`src/rtl/uart_frame_parser.sv`:
```
// Frame parser for the UART receive path: HDR0 HDR1 CMD LEN PAYLOAD[LEN] CSUM.
// Streams payload bytes out as they arrive and flags each frame as good or bad.
module uart_frame_parser #(
    parameter logic [7:0] HDR0        = 8'hAA,
    parameter logic [7:0] HDR1        = 8'h55,
    parameter int         MAX_LEN     = 16,
    parameter int         TIMEOUT_CYC = 100000
) (
    input  logic       clk,
    input  logic       rst,
    input  logic       rx_done,
    input  logic [7:0] data_byte,
    output logic       pld_we,
    output logic [7:0] pld_addr,
    output logic [7:0] pld_data,
    output logic       frame_valid,
    output logic [7:0] frame_cmd,
    output logic [7:0] frame_len,
    output logic       csum_err,
    output logic       len_err,
    output logic       timeout_err,
    output logic [2:0] fsm_state
);

    localparam logic [2:0] IDLE     = 3'd0;
    localparam logic [2:0] WAIT_H1  = 3'd1;
    localparam logic [2:0] GET_CMD  = 3'd2;
    localparam logic [2:0] GET_LEN  = 3'd3;
    localparam logic [2:0] DATA     = 3'd4;
    localparam logic [2:0] GET_CSUM = 3'd5;

    localparam int         TW      = $clog2(TIMEOUT_CYC + 1);
    localparam logic [TW-1:0] T_LAST = TW'(TIMEOUT_CYC - 1);
    localparam logic [7:0] MAX_L   = 8'(MAX_LEN);

    logic [2:0]    state;
    logic [7:0]    cmd_q;
    logic [7:0]    len_q;
    logic [7:0]    idx_q;
    logic [7:0]    sum_q;
    logic [TW-1:0] timer_q;

    assign fsm_state = state;

    always_ff @(posedge clk or posedge rst) begin
        if (rst) begin
            state       <= IDLE;
            cmd_q       <= 8'd0;
            len_q       <= 8'd0;
            idx_q       <= 8'd0;
            sum_q       <= 8'd0;
            timer_q     <= '0;
            pld_we      <= 1'b0;
            pld_addr    <= 8'd0;
            pld_data    <= 8'd0;
            frame_valid <= 1'b0;
            frame_cmd   <= 8'd0;
            frame_len   <= 8'd0;
            csum_err    <= 1'b0;
            len_err     <= 1'b0;
            timeout_err <= 1'b0;
        end else begin
            pld_we      <= 1'b0;
            frame_valid <= 1'b0;
            csum_err    <= 1'b0;
            len_err     <= 1'b0;
            timeout_err <= 1'b0;

            if (rx_done) begin
                // A byte arriving on the expiry cycle still counts; the timer just restarts.
                timer_q <= '0;
                case (state)
                    IDLE: begin
                        if (data_byte == HDR0) state <= WAIT_H1;
                    end
                    WAIT_H1: begin
                        if (data_byte == HDR1)      state <= GET_CMD;
                        else if (data_byte != HDR0) state <= IDLE;
                    end
                    GET_CMD: begin
                        cmd_q <= data_byte;
                        sum_q <= data_byte;
                        state <= GET_LEN;
                    end
                    GET_LEN: begin
                        if (data_byte > MAX_L) begin
                            len_err <= 1'b1;
                            state   <= IDLE;
                        end else begin
                            len_q <= data_byte;
                            idx_q <= 8'd0;
                            sum_q <= sum_q + data_byte;
                            state <= (data_byte == 8'd0) ? GET_CSUM : DATA;
                        end
                    end
                    DATA: begin
                        pld_we   <= 1'b1;
                        pld_addr <= idx_q;
                        pld_data <= data_byte;
                        sum_q    <= sum_q + data_byte;
                        idx_q    <= idx_q + 8'd1;
                        if (idx_q == len_q - 8'd1) state <= GET_CSUM;
                    end
                    GET_CSUM: begin
                        if (data_byte == sum_q) begin
                            frame_valid <= 1'b1;
                            frame_cmd   <= cmd_q;
                            frame_len   <= len_q;
                        end else begin
                            csum_err <= 1'b1;
                        end
                        state <= IDLE;
                    end
                    default: state <= IDLE;
                endcase
            end else if (state != IDLE) begin
                if (timer_q == T_LAST) begin
                    timeout_err <= 1'b1;
                    timer_q     <= '0;
                    state       <= IDLE;
                end else begin
                    timer_q <= timer_q + 1'b1;
                end
            end else begin
                timer_q <= '0;
            end
        end
    end

endmodule

```
`config.mk`:
```
export PLATFORM = sky130hd
export DESIGN_NAME = uart_frame_parser
export DESIGN_NICKNAME = d
export VERILOG_FILES = /design/src/rtl/uart_frame_parser.sv
export SDC_FILE = /design/constraint.sdc
export NUM_CORES = 1
export LEC_CHECK = 0
export ABC_AREA = 1
export CAP_MARGIN = 40
export CORE_ASPECT_RATIO = 0.6
export CORE_MARGIN = 2
export CORE_UTILIZATION = 45
export DETAILED_ROUTE_END_ITERATION = 7
export HOLD_SLACK_MARGIN = 0.1
export PLACE_DENSITY_LB_ADDON = 0.12
export SLEW_MARGIN = 10
export SYNTH_ARGS = -nofsm -noshare
export SYNTH_HDL_FRONTEND = slang
export SYNTH_SLANG_ARGS = --single-unit
```
`constraint.sdc`:
```
create_clock -name clk -period 7.77 [get_ports clk]
set_input_delay 1.554 -clock clk [delete_from_list [all_inputs] [get_ports clk]]
set_output_delay 1.554 -clock clk [all_outputs]
set_load 0.01 [all_outputs]
```
Word-level counts from Yosys, hierarchy flattened. Cells that the tools add are included.

Add/subtract/negate cells: 4. Magnitude comparators: 1. Equality and inequality tests: 15. Mux-type cells: 31. Bitwise logic cells: 1. Reduce and logical (&&, ||, !) cells: 14.

Operators by type and width (number): 2-to-1 mux 17 bit (3); 2-to-1 mux 3 bit (8); case mux 8 bit (3 select lines) (1); adder 17 x 1 -> 17 bit, second input constant (1); == test 17 bit, second input constant (1); == test 8 bit (2); 2-to-1 mux 8 bit (2); case mux 8 bit (2 select lines) (1); 2-to-1 mux 1 bit (15); case mux 3 bit (5 select lines) (1); AND reduction 3 bit (4); adder 8 x 1 -> 8 bit, second input constant (1); adder 8 bit (1); == test 8 x 7 -> 1 bit, second input constant (1); == test 8 bit, second input constant (1); greater-than comparator 8 x 5 -> 1 bit, second input constant (1); zero test 8 bit (1); != test 8 bit, second input constant (1); subtractor 8 x 1 -> 8 bit, second input constant (1); == test 3 x 2 -> 1 bit, second input constant (2); == test 3 bit, second input constant (2); != test 3 bit, second input constant (2); nonzero test 2 bit (3); nonzero test 3 bit (2); other kinds (7) (8).

Register bits after elaboration: 89. Input bits: 11. Word-level logic and storage cells: 81.

Logic depth before layout (Yosys ltp). Gate-level depths: netlist of the first run.

Depth after elaboration: 5. Depth in mapped cells: 15. Depth with buffers taken out: 15.

Worst setup path after synthesis of the first run. Ideal clock, no wire load.

Path kind: input to register. From: in data_byte[6]. To: reg frame_len[0]. Data arrival time: 2796 ps. Required time: 7650 ps. Path slack: 4853 ps. Stages on the path: 10. Buffers on the path: 1. Cell sequence: ha_1 -> nor2_1 -> nand2_1 -> nor4_1 -> nand2_1 -> nor2_2 -> inv_2 -> buf_6 -> nand2_1 -> o21ai_2.

Longest elaborated chain between the ends: 2.

RTL lines: start, declared (line 12) `input logic [7:0] data_byte,`; == test 8 bit (line 105) `if (data_byte == sum_q) begin`; AND reduction 3 bit (no source line); end signal, assigned (line 108) `frame_len <= len_q;`; end, declared (line 18) `output logic [7:0] frame_len,`.

Every way passes these cells. A chain may end at the register's enable or synchronous reset.

Worst setup path after layout of the first run.
From: in data_byte[4]. To: reg frame_len[0].

Same word-level chain as after synthesis.

==> flow_summary_export.csv, run 1 <==
group,metric,value,unit
outcome,status,"completed",
layout,area_growth_syn_to_layout,20.6,%
timing,fin_crit_sh,48.4,%
floorplanning,num_rows,28,
clock_tree,post_cts_resize_count,0,
timing,timing.fmax,266,MHz
clock_tree,cts_root_buf,"clkbuf_16",
placement,dp.cells,729,
worst_hold_path,hp-class,"register to register",
clock_tree,numCtsBuffers,9,
floorplanning,die-area,11100,µm²
layout,final_core_util,56.1,%
timing,setup_viol_count_final,0,
grt,grt_pass1_wl,17400,µm
worst_setup_path,crit_fanout,23,
detailed_routing,drc,0,
floorplanning,pin_count,51,
power,p_total,1.49,mW
power,power.leakage,2.61,nW
floorplanning,start_util,46.5,%
power,vdd_drop_max,146,µV
worst_setup_path,path_cells,"clkdlybuf4s50_1 > ha_1 > nor4_1 > nand2_1 > nor2_2 > inv_2 > nand2_1 > o21ai_2",
detailed_routing,drt-pass1-iter-count,5,
synthesis,post_synth.cell_area_avg,8.30,µm²
detailed_routing,wl,10400,µm
grt,grt-ovfl-total,0,
timing,rsz0062_at_grt,"no",
clock_tree,cts_max_level,3,
flow_run,maxCapViolations,0,
timing,setup-tns-final,0,ps
synthesis,synthCells,553,
synthesis,synth_top_area_share,48.5,%
timing,tightestPinTransition,603,ps
synthesis,ys.warnings.count,0,
timing,fin_skew,7.34,ps
placement,hpwl,7630,µm
layout,fin_cells,745,
timing,whs,458,ps
placement,gp_congestion,0.879,
grt,grt.busiest_layer,"met2",
worst_setup_path,critPathMaxStageDelay,650,ps
detailed_routing,viasPerCell,5.18,
layout,n_fill_cell,944,
timing,period_needed,3760,ps
placement,post_dp_cell_area,5200,µm²
worst_setup_path,critical_path_class,"input port to register",
synthesis,synth_area_leader_cell,"dfrtp_1",
synthesis,synth_most_common_cell,"nand2_1",
floorplanning,die_y,82.2,µm
synthesis,syn_nets,575,
synthesis,yosys_register_bits,89,
detailed_routing,drt-initial-drc-count,241,
grt,use_met2,30.3,%
grt,antenna_found_initial,0,
grt,grt_max_degree,47,
synthesis,synthFlopType,"dfrtp_1",
timing,fin_ws,4010,ps
clock_tree,ctsHoldBuffers,0,
placement,place.port_buffers,50,
synthesis,synth_edf_count,0,
timing,hold_viol,0,
grt,use_met3,4.64,%
worst_setup_path,worstPathArrival,3990,ps
layout,drive_gt1_share,8.69,%
power,p_per_area,269,nW/µm²
detailed_routing,ant_nets,0,
detailed_routing,wl_per_cell,13.9,µm
worst_setup_path,end_kind,"register",
worst_setup_path,critPathRequiredTime,8000,ps
timing,maxSlewViolCount,0,
synthesis,synth_seq_area_share,48.5,%
layout,final_area,5540,µm²
floorplanning,core,9880,µm²
synthesis,synthTopCellsByCount,"158 x nand2_1, 89 x dfrtp_1, 55 x inv_1",
worst_setup_path,crit_path_top_delay_cell,"clkdlybuf4s50_1",
clock_tree,path_clk_slew,70,ps
layout,diodes,0,
timing,max_slew_margin,59.7,%
clock_tree,cts_tree,"yes",
grt,grt_pass1_vias,3576,
clock_tree,clock_path_buffers,2,
clock_tree,cts_num_sinks,89,
clock_tree,clkLatencyLatePin,350,ps
placement,place_ws,3660,ps
synthesis,synth-async-reset-ratio,100,%
worst_setup_path,crit_top_cell,"nand2_1",
grt,grtUsageTotal,20.2,%
synthesis,synth_cell_types,42,
synthesis,syn_area,4590,µm²
floorplanning,fp.dieW,134,µm
layout,fin_nets,627,
detailed_routing,num_vias,3857,
clock_tree,post_cts_buffers,0,
grt,met1_usage,29.7,%
synthesis,yosys-top-cells-area,"dfrtp_1 49%, nand2_1 13%, inv_1 4.5%",
worst_setup_path,startpoint_type,"input port",
cell type report:
type / instances / area (µm²) / area share [%]
Tap cell: 135 / 169 / 3.05
Inverter: 63 / 239 / 4.32
Timing Repair Buffer: 52 / 536 / 9.67
Clock buffer: 9 / 225 / 4.07
Multi-Input combinational cell: 390 / 2030 / 36.7
Clock inverter: 7 / 109 / 1.97
Sequential cell: 89 / 2230 / 40.2
final timing paths:
kind                                 to  depth (start not counted)  slack [ps]          from
hold / removal               timer_q[0]                          1         460    timer_q[0]
setup / recovery           frame_len[0]                          8        4010  data_byte[4]
hold reg to reg              timer_q[0]                          1         460    timer_q[0]
max in group asynchronous    timer_q[7]                          3        5620           rst
setup reg to reg           frame_len[0]                          9        5410      sum_q[6]
min in group asynchronous        pld_we                          2        1400           rst
flip-flops by register name, indices dropped and copies added (netlist names):
signal       cells
frame_len        8
len_err          1
pld_we           1
cmd_q            8
csum_err         1
timer_q         17
idx_q            8
timeout_err      1
pld_addr         8
frame_cmd        8
sum_q            8
fsm_state        3
len_q            8
frame_valid      1
pld_data         8
report_power, final:
group	internal (mW)	switching (mW)	total, mW
registers	0.531	0.0549	0.586
logic	0.163	0.252	0.416
clock network	0.290	0.200	0.489
cells by family after synthesis:
group / synth area share, %
AND/OR/NAND/NOR: 27.9
flip-flops: 48.5
AO/OA/AOI/OAI: 10.6
buffers and inverters: 7.20
XOR/XNOR: 2.67
adder cells (fa/ha/maj): 3.16
layout by cell type (no fill, tap or decap), types with 2 or more instances in the layout:
cell type        count
o21a_1               3
clkbuf_16            9
nor2_1              38
nand4_1             15
inv_2                7
o21ai_2              9
inv_8                2
xor2_1               8
bufinv_16            2
inv_6                3
o21ai_1             10
o21ai_0             33
nor3_1              17
o22ai_1              2
nand2_1            158
nor2_2               5
nor2_4               2
nor4_1               4
xnor2_1              6
nand3_1             32
o31ai_1              2
clkdlybuf4s50_1     50
a21oi_1             14
dfrtp_1             89
or2_2                2
nor3b_1              3
ha_1                10
inv_1               54
clkinv_2             2
a31oi_1              4
worst max-delay path, delay by kind of cell:
family	cells	cell delay (ps)
buf+inv	2	950
fa+ha+maj	1	340
compound gates	1	60
simple gates	4	1070
metal layers:
| metal | part of all wire (%) | wire, µm |
|---|---|---|
| met1 | 53 | 5500 |
| met2 | 42 | 4310 |
| met3 | 4.5 | 467 |
| met4 | 1.0 | 108 |
| met5 | 0 | 0 |
Power figures use the tool's default switching activity.
==> run 2: changes to the inputs <==
==> constraint.sdc (replaced) <==
create_clock -name clk -period 3.2 [get_ports clk]
set_input_delay 0.64 -clock clk [delete_from_list [all_inputs] [get_ports clk]]
set_output_delay 0.64 -clock clk [all_outputs]
set_load 0.01 [all_outputs]
==> flow_summary_export.csv, run 2 (synthesis gave the netlist of run 1 again) <==
group,metric,value,unit
grt,grtUsageTotal,20.9,%
worst_setup_path,crit_path_start,"data_byte[6]",
power,p_comb_share,29.8,%
timing,period_needed,2450,ps
worst_setup_path,crit_fanout,23,
layout,drive_gt1_share,8.99,%
timing,tightestPinTransition,613,ps
layout,diodes,0,
worst_setup_path,end_kind,"register",
clock_tree,cts_root_buf,"clkbuf_16",
worst_setup_path,worstReg2RegStart,"len_q[0]",
worst_setup_path,cp_num_buf_inv,2,
worst_setup_path,critical_path_class,"input port to register",
floorplanning,fp.dieW,134,µm
detailed_routing,wl,10900,µm
worst_setup_path,crit_family,"simple AND/OR/NAND/NOR gates",
layout,final_common_cell,"nand2_1",
placement,hpwl,7850,µm
detailed_routing,drt-pass1-iter-count,5,
floorplanning,die_y,82.2,µm
worst_setup_path,crit_path_top_delay_cell,"clkdlybuf4s50_1",
flow_run,maxCapViolations,0,
grt,grt_pass1_wl,18100,µm
timing,fin_skew,6.42,ps
power,vdd_drop_max,398,µV
layout,final_cell_mix,"158 x nand2_1, 89 x dfrtp_1, 54 x inv_1, 50 x clkdlybuf4s50_1, 38 x nor2_1",
layout,largest-register,"timer_q",
clock_tree,cts_num_sinks,89,
outcome,status,"completed",
layout,n_fill_cell,935,
clock_tree,path_clk_slew,70,ps
clock_tree,numCtsBuffers,9,
placement,post_dp_cell_area,5210,µm²
detailed_routing,viasPerCell,5.21,
clock_tree,post_cts_resize_count,0,
timing,rsz0062_at_grt,"no",
timing,max_slew_margin,59.0,%
detailed_routing,drt-initial-drc-count,281,
clock_tree,clkLatencyLatePin,340,ps
floorplanning,die-area,11100,µm²
placement,place.port_buffers,50,
grt,grt-ovfl-total,0,
clock_tree,post_cts_buffers,0,
placement,gp_congestion,0.912,
detailed_routing,num_vias,3893,
power,power.leakage,2.59,nW
power,switching_share,35.5,%
worst_hold_path,hp-start,"timer_q[0]",
timing,timing.fmax,408,MHz
worst_setup_path,worstPathArrival,2680,ps
timing,setup_viol_count_final,0,
detailed_routing,ant_nets,0,
power,p_per_area,628,nW/µm²
power,p_total,3.44,mW
worst_setup_path,startpoint_type,"input port",
worst_setup_path,critPathMaxStageDelay,490,ps
worst_setup_path,critPathRequiredTime,3430,ps
worst_setup_path,crit_top_cell,"nand2_1",
power,clkPwrFrac,28.9,%
layout,area_growth_syn_to_layout,19.5,%
grt,grt_pass1_vias,3678,
floorplanning,pin_count,51,
timing,setup-tns-final,0,ps
floorplanning,core,9880,µm²
layout,final_area,5490,µm²
power,internal_power,2.22,mW
grt,antenna_found_initial,0,
floorplanning,num_rows,28,
clock_tree,cts_max_level,3,
power,switchingPower,1.22,mW
floorplanning,start_util,46.5,%
timing,maxSlewViolCount,0,
worst_setup_path,path_cells,"clkdlybuf4s50_1 > ha_1 > nor2_1 > nand2_1 > nor4_1 > nand2_1 > nor2_2 > inv_2 > nand2_1 > o21ai_2",
clock_tree,clock_path_buffers,2,
timing,fin_crit_sh,76.7,%
layout,final_core_util,55.5,%
layout,largest_reg_flops,17,
layout,fin_nets,629,
clock_tree,ctsHoldBuffers,0,
detailed_routing,drc,0,
timing,hold_viol,0,
detailed_routing,wl_per_cell,14.5,µm
power,power_frac_seq,41.3,%
worst_hold_path,hp-class,"register to register",
clock_tree,cts_tree,"yes",
grt,grt_max_degree,57,
-- run 2: cell count changes in the layout (fill, tap and decap cells not counted) --
cell | before | now
clkinv_2 | 2 | 4
clkinvlp_4 | 0 | 2
inv_8 | 2 | 0
buf_12 | 0 | 1
bufinv_16 | 2 | 0
buf_16 | 1 | 0
buf_4 | 1 | 3
-- run 2: worst reg2reg max path, stage by stage (launching register included) --
cell     delay [ps]
dfrtp_1         420
inv_1           190
ha_1            340
inv_1            60
nand2_1          80
nand2_1          50
nand2_1          50
nand3_1          60
nor2_1          110
nand2_1          60
nor2_1          100
nand2_1          60
nand2_1         130
nand2_1         110
nand2_1          80
nand2_1          50
-- run 2: worst paths after layout --
path	cells after the start	end	slack, ps
worst max-delay path	10	frame_len[4]	750
max in group asynchronous	3	fsm_state[2]	1830
worst min register to register	1	timer_q[0]	470
worst min-delay path	1	timer_q[0]	470
worst max register to register	15	fsm_state[2]	1130
min in group asynchronous	2	pld_we	680
-- run 2: layout make-up --
type                    instances  area (µm²)  area share (%)
flip-flops and latches         89        2230            40.6
multi-input cells             390        2030            37.0
repair buffers                 54         543            9.90
inverters                      63         239            4.35
clock buffers                   9         225            4.10
well taps                     135         169            3.08
clock inverters                 7        51.3           0.935
-- run 2: metrics by stage --
step	std cells	setup slack (ps)	hold WS [ps]
finish	747	746	473
global route	747	517	503
CTS	747	788	472
detailed placement	731	431	464
global placement	731	486	448
floorplan	553	253	431
-- run 2: power groups by stage --
stage / Combinational, mW / Clock (mW) / Sequential, mW
2_1_floorplan: 0.745 / 0 / 1.42
3_3_place_gp: 0.975 / 0 / 1.43
3_5_place_dp: 1.01 / 0 / 1.44
4_1_cts: 1.02 / 1.01 / 1.42
5_1_grt: 1.16 / 1.06 / 1.45
6_report: 1.03 / 0.994 / 1.42
-- run 2: per-layer routing --
metal,GRT usage [%],share of wire (%),up-vias
li1,-,-,1917
met5,0,0,-
met2,31.9,43,112
met1,30.6,50,1853
met3,4.09,5.7,11
met4,5.68,0.89,0
==> run 3: changes to the inputs <==
==> constraint.sdc (replaced) <==
create_clock -name clk -period 2.11 [get_ports clk]
set_input_delay 0.422 -clock clk [delete_from_list [all_inputs] [get_ports clk]]
set_output_delay 0.422 -clock clk [all_outputs]
set_load 0.01 [all_outputs]
==> flow_summary_export.csv, run 3 (synthesis gave the netlist of run 1 again) <==
group,metric,value,unit
power,p_per_area,950,nW/µm²
timing,fin_skew,4.63,ps
placement,place_ws,-367,ps
clock_tree,path_clk_slew,60,ps
outcome,status,"completed",
floorplanning,die_y,82.2,µm
clock_tree,clock_path_buffers,2,
worst_setup_path,startpoint_type,"input port",
clock_tree,cts_root_buf,"clkbuf_16",
detailed_routing,ant_nets,0,
timing,fin_crit_sh,95.3,%
clock_tree,cts_tree,"yes",
layout,final_core_util,58.9,%
timing,tightestPinTransition,508,ps
grt,grt_max_degree,90,
power,power.leakage,2.77,nW
grt,antenna_found_initial,0,
floorplanning,core,9880,µm²
worst_setup_path,end_kind,"register",
power,vdd_drop_max,490,µV
worst_setup_path,critPathRequiredTime,2390,ps
timing,timing.fmax,497,MHz
worst_setup_path,crit_fanout,5,
detailed_routing,num_vias,3953,
floorplanning,start_util,46.5,%
timing,period_needed,2010,ps
grt,grt_pass1_vias,3765,
clock_tree,numCtsBuffers,9,
placement,hpwl,7920,µm
floorplanning,die-area,11100,µm²
worst_hold_path,hp-class,"register to register",
layout,drive_gt1_share,14.2,%
detailed_routing,drc,0,
floorplanning,pin_count,51,
clock_tree,cts_max_level,3,
layout,final_common_cell,"nand2_1",
detailed_routing,wl_per_cell,13.9,µm
detailed_routing,viasPerCell,5.06,
floorplanning,num_rows,28,
floorplanning,fp.dieW,134,µm
grt,grtUsageTotal,21.1,%
worst_setup_path,r2r_slack,190,ps
clock_tree,clkLatencyLatePin,340,ps
clock_tree,ctsHoldBuffers,0,
flow_run,maxCapViolations,0,
timing,rsz0062_at_grt,"no",
clock_tree,cts_num_sinks,89,
detailed_routing,drt-pass1-iter-count,5,
placement,gp_congestion,0.891,
layout,largest_reg_flops,17,
worst_setup_path,critical_path_class,"input port to register",
detailed_routing,drt-initial-drc-count,244,
detailed_routing,wl,10900,µm
timing,fin_ws,98.9,ps
timing,setup_viol_count_final,0,
layout,diodes,0,
grt,grt-ovfl-total,0,
layout,fin_nets,663,
timing,maxSlewViolCount,0,
timing,max_slew_margin,66.1,%
placement,place.port_buffers,50,
timing,hold_viol,0,
layout,area_growth_syn_to_layout,26.8,%
grt,grt_pass1_wl,18200,µm
layout,final_cell_mix,"158 x nand2_1, 89 x dfrtp_1, 54 x inv_1, 49 x clkdlybuf4s50_1, 38 x nor2_1",
worst_setup_path,worstPathArrival,2290,ps
layout,largest-register,"timer_q",
-- run 3: changes by cell type in the layout (fill, tap and decap cells not counted), moves of 2 or more --
cell / previous run / this run
buf_4: 3 / 36
clkinv_2: 4 / 1
clkinv_4: 0 / 2
ha_1: 10 / 8
inv_6: 3 / 1
-- run 3: layout make-up --
cell class | count | area [µm²]
tap | 135 | 169
clock buffer | 11 | 243
multi-input combinational | 390 | 2060
timing repair buffer | 88 | 813
sequential | 89 | 2230
fill | 922 | 4060
clock inverter | 5 | 63.8
inverter | 63 | 244
-- run 3: final timing paths --
check / startpoint / end / cells after the start
worst max-delay path: data_byte[1] / sum_q[3] / 11
worst min-delay path: timer_q[0] / timer_q[0] / 1
worst max register to register: len_q[0] / fsm_state[1] / 12
worst min register to register: timer_q[0] / timer_q[0] / 1
max in group asynchronous: rst / fsm_state[1] / 3
min in group asynchronous: rst / frame_cmd[4] / 3
-- run 3: power by group --
group | total [mW] | internal [mW] | switching [mW]
logic | 1.71 | 0.743 | 0.970
clock network | 1.66 | 0.959 | 0.698
registers | 2.16 | 1.96 | 0.203
total | 5.53 | 3.66 | 1.87
-- run 3: timing repair --
action,CTS,global route
pin swaps,0,3
setup endpoints to repair,6,20
gates cloned,0,0
hold endpoints to repair,0,0
setup buffers,0,1
gates resized for setup,1,7
-- run 3: per-stage QoR --
step	cell area, µm²	std cells	total power, mW	setup TNS (ps)	hold slack (ps)
2_1_floorplan	4590	553	3.28	0	431
3_3_place_gp	5470	764	3.81	-6700	450
3_5_place_dp	5470	764	3.86	-8430	448
4_1_cts	5780	780	5.53	0	457
5_1_grt	5820	781	5.91	0	479
6_report	5820	781	5.53	0	453
-- run 3: routing by layer --
metal  share of wire, %  track usage (%)  routed length, µm
met5                  0                0                  0
met3                5.3             4.88                573
met2                 42             32.1               4540
met4               0.95             4.95                103
met1                 52             30.7               5640
-- run 3: worst max-delay path, cell delays in order --
cell and delay, ps:
clkdlybuf4s50_1 450, buf_4 160, inv_2 70, buf_4 150
nand4_1 180, a21oi_4 230, or2_1 170, nand2_2 120
a21oi_1 190, o21ai_1 100, nand2_1 60
